<file path="src/rtl/age_arb_pkg.sv">
// Shared types and reset helpers for the oldest-first age-matrix arbiter.
// Optional feature macro: AGE_ARB_GRANT_REG_EN (registered grant output).
package age_arb_pkg;

    localparam int AGE_ARB_WIDTH = 4;
    // Upper bound on WIDTH supported by the reset-row helper.
    localparam int AGE_ARB_MAX_W = 64;

    typedef logic [AGE_ARB_WIDTH-1:0] row_t;
    typedef logic [AGE_ARB_MAX_W-1:0] row_max_t;

    // Reset row i: entry i is older than every higher-numbered entry.
    function automatic row_max_t init_row(int i);
        row_max_t r;
        for (int j = 0; j < AGE_ARB_MAX_W; j++) r[j] = (j > i);
        return r;
    endfunction

endpackage

</file>
<file path="src/rtl/age_arb_pick.sv">
// Combinational oldest-valid selection from the relative-age matrix.
module age_arb_pick
    import age_arb_pkg::*;
#(
    parameter int WIDTH = AGE_ARB_WIDTH
) (
    input  logic [WIDTH-1:0] v_vld,
    input  logic [WIDTH-1:0] vv_matrix [WIDTH],
    output logic [WIDTH-1:0] v_grant
);

    // A requester wins when every other valid requester is younger than it.
    always_comb begin
        v_grant = '0;
        for (int i = 0; i < WIDTH; i++) begin
            v_grant[i] = v_vld[i];
            for (int j = 0; j < WIDTH; j++) begin
                if (j != i) v_grant[i] = v_grant[i] & (~v_vld[j] | vv_matrix[i][j]);
            end
        end
    end

endmodule

</file>
<file path="src/rtl/age_matrix_arbiter.sv">
// Age-matrix arbiter: relative-age state, youngest-on-alloc update and oldest-first grant.
// Define AGE_ARB_GRANT_REG_EN to present the grant one cycle later from a register.
module age_matrix_arbiter
    import age_arb_pkg::*;
#(
    parameter int WIDTH = AGE_ARB_WIDTH
) (
    input  logic             clk,
    input  logic             rst_n,
    input  logic [WIDTH-1:0] v_vld,
    input  logic             alloc_en,
    input  logic [WIDTH-1:0] v_alloc,
    output logic [WIDTH-1:0] v_grant,
    output logic [WIDTH-1:0] vv_matrix [WIDTH]
);

    logic [WIDTH-1:0] m [WIDTH];
    logic [WIDTH-1:0] grant_c;

    // Row i in the alloc set loses seniority over non-members (AND with set);
    // otherwise it gains seniority over members (OR with set). Diagonal stays 0.
    always_ff @(posedge clk or negedge rst_n) begin
        if (!rst_n) begin
            for (int i = 0; i < WIDTH; i++) m[i] <= WIDTH'(init_row(i));
        end else if (alloc_en) begin
            for (int i = 0; i < WIDTH; i++)
                m[i] <= v_alloc[i] ? (m[i] & v_alloc) : (m[i] | v_alloc);
        end
    end

    always_comb begin
        for (int i = 0; i < WIDTH; i++) vv_matrix[i] = m[i];
    end

    age_arb_pick #(.WIDTH(WIDTH)) u_pick (
        .v_vld     (v_vld),
        .vv_matrix (m),
        .v_grant   (grant_c)
    );

`ifdef AGE_ARB_GRANT_REG_EN
    always_ff @(posedge clk or negedge rst_n) begin
        if (!rst_n) v_grant <= '0;
        else        v_grant <= grant_c;
    end
`else
    assign v_grant = grant_c;
`endif

endmodule

</file>
<file path="config.mk">
export PLATFORM = sky130hd
export DESIGN_NAME = age_matrix_arbiter
export DESIGN_NICKNAME = d
export VERILOG_FILES = /design/src/rtl/age_arb_pkg.sv /design/src/rtl/age_arb_pick.sv /design/src/rtl/age_matrix_arbiter.sv
export SDC_FILE = /design/constraint.sdc
export NUM_CORES = 1
export LEC_CHECK = 0
export ABC_AREA = 1
export CAP_MARGIN = 20
export CORE_MARGIN = 2
export CORE_UTILIZATION = 42
export CTS_CLUSTER_SIZE = 30
export DETAILED_ROUTE_END_ITERATION = 16
export PLACE_DENSITY = 0.77
export SYNTH_ARGS = -nofsm -noshare
export SYNTH_HDL_FRONTEND = slang
export SYNTH_SLANG_ARGS = --single-unit
</file>
<file path="constraint.sdc">
create_clock -name clk -period 0.95 [get_ports clk]
set_input_delay 0.1425 -clock clk [delete_from_list [all_inputs] [get_ports clk]]
set_output_delay 0.1425 -clock clk [all_outputs]
set_load 0.03 [all_outputs]
</file>
==> results_dict.tcl <==
set metrics [dict create \
    status "finished, violations left" \
    violations "negative setup slack" \
    fin_hold_ws_ns 0.174 \
    worst_path_most_repeated_cell "nand2_2" \
    nNetsFinal 182 \
    syn_nets 128 \
    synth_top_family_by_area "simple AND/OR/NAND/NOR gates" \
    synth_mux_area_share_pct 0 \
    slew_headroom_pct 80.6 \
    first_global_vias 901 \
    power_density_mw_per_mm2 1570 \
    clock-root-buffer "clkbuf_4" \
    drc 0 \
    path_cells "inv_2 > nand2_2 > nand2_2 > nor2_4 > buf_6" \
    drive_gt1_share_pct 53.5 \
    wl_microns 2610 \
    critical_path.max_stage_delay_ns 0.57 \
    wl_per_cell_microns 13.4 \
    cts.htree.levels 1 \
    grt-ovfl-total 0 \
    path_delay_family "flip-flops" \
    grt_setup_unrepaired "true" \
    rows 15 \
    finClkSkew_ns 0 \
    coreArea_sq_mm 0.00178 \
    synthCells 117 \
    portBuffers 30 \
    synth-simple-area-share_pct 40.4 \
    fin_crit_sh_pct 146 \
    fill_cells 94 \
    cts_sinks 16 \
    io_pins 31 \
    firstDrtPassIters 4 \
    syn_avg_cell_area_sq_um 6.98 \
    num_antenna_cells 0 \
    grt_start_max_net_pins 17 \
    ys_seq_area_share_pct 49.9 \
    antenna_found_initial 0 \
    syn_to_final_growth_pct 84.4 \
    cp_max_fo 2 \
    final-hold-violation-count 0 \
    grt_usage_pct 23.5 \
    die_area_sq_mm 0.00231 \
    worst_slew_pin_slew_ns 0.290 \
    max_freq_mhz 723 \
    synthXorXnorAreaFrac_pct 0 \
    synth-compound-area-share_pct 0 \
    critPathBufInv 2 \
    netlist_area_sq_um 817 \
    die_w_microns 48.1 \
    gp_congestion 0.795 \
    layout_commonest_cell "nand2_1" \
    vias 901 \
    ant_nets 0 \
    arrival_ns 1.24 \
    final_cell_mix "nand2_1 (54), buf_6 (34), nand2_2 (18), inv_2 (10)" \
    ys_warn_count 0 \
    power_w 0.00236 \
    cts_buffer_depth 2 \
    maxSlewViolCount 0 \
    hold_buffers 0 \
    setup_viol 20 \
    required_ns 0.81 \
    tns_ns -4.01 \
    routed_via_density 4.62 \
    critPathCaptureType "output port" \
    max_cap_viol_count 0 \
    dp_hpwl_microns 1640 \
    drt-initial-drc-count 14 \
    tritoncts "done" \
    p_leak_nw 0.813 \
    initial_core_util_pct 45.8 \
    clk_pin_slew_ns 0.10 \
    start_kind "flop" \
    synth-adder-area-share_pct 0 \
    layout_setup_ws_ns -0.433 \
    chipHeight_microns 48.1 \
    vdd_drop_max_uv 1260 \
    cts_made_buffers 3 \
    crit_slowest_cell "dfstp_2" \
    largest_reg_flops 16 \
    seqCellArea_sq_um 412 \
    fin_crit_ns 1.38 \
    grt_pass1_wl_microns 3730 \
    multiInputGateArea_sq_um 405 \
    critPathKind "flop to output port" \
    synth_cell_types 8 \
    fin_util_pct 84.5 \
    synth-seq-cells 16 \
    hp-class "primary input to async pin" \
    insertion_delay_ns 0.29 \
]
## repair_timing
item / 4_1_cts / 5_1_grt
buffers inserted: 3 / 5
setup endpoints to repair: 20 / 25
pin swaps: 5 / 4
resized for setup: 38 / 17
## power breakdown
part | switching, W | total [W] | leakage (nW) | internal [W]
sequential | 0.0000720 | 0.000865 | 0.187 | 0.000793
combinational | 0.000579 | 0.00112 | 0.611 | 0.000542
clock | 0.000211 | 0.000374 | 0.0150 | 0.000163
total | 0.000862 | 0.00236 | 0.813 | 0.00150
## synthesized netlist by cell type (all sizes together)
library cell | instances | area (sq um)
dfstp | 6 | 158
dfrtp | 10 | 250
nor2 | 8 | 60.1
clkbuf | 4 | 15.0
nand2 | 72 | 270
inv | 17 | 63.8
## layout make-up
class	count	share of cell area, %
Tap cell	25	2.08
Timing Repair Buffer	53	37.7
Multi-Input combinational cell	80	26.9
Clock buffer	4	1.74
Sequential cell	16	27.3
Inverter	17	4.24
## per-stage QoR
step                setup WS (ns)  area [sq um]  instances
finish                     -0.433          1510        195
global route               -0.475          1510        195
CTS                        -0.427          1470        195
detailed placement         -0.262          1290        188
global placement           -0.267          1290        188
floorplan                  -0.184           861        117
## path summary, 6_finish.rpt
check	cells after the start	endpoint	slack, ns	startpoint
worst max-delay path	5	v_grant[0]	-0.43	vv_matrix[13]
worst min-delay path	2	vv_matrix[4]	0.17	rst_n
worst max register to register	5	vv_matrix[11]	0.01	vv_matrix[11]
worst min register to register	0	vv_matrix[9]	0.41	vv_matrix[9]
max in group asynchronous	2	vv_matrix[15]	0.55	rst_n
min in group clk	4	vv_matrix[5]	0.31	alloc_en
## logic make-up (layout without fill, tap and decap cells)
group                  Yosys count  in the layout
and+or+nand+nor                 80             80
buffers and inverters           21             74
DFF                             16             16
## layer usage
metal / track usage (%) / vias to the layer above / routed length [microns]
met5: 0 / - / 0
met4: 9.73 / 0 / 53
met3: 3.70 / 8 / 121
met2: 40.5 / 32 / 1380
met1: 29.3 / 418 / 1060
li1: - / 443 / -
Note: power is estimated with default switching activity, not from simulation.
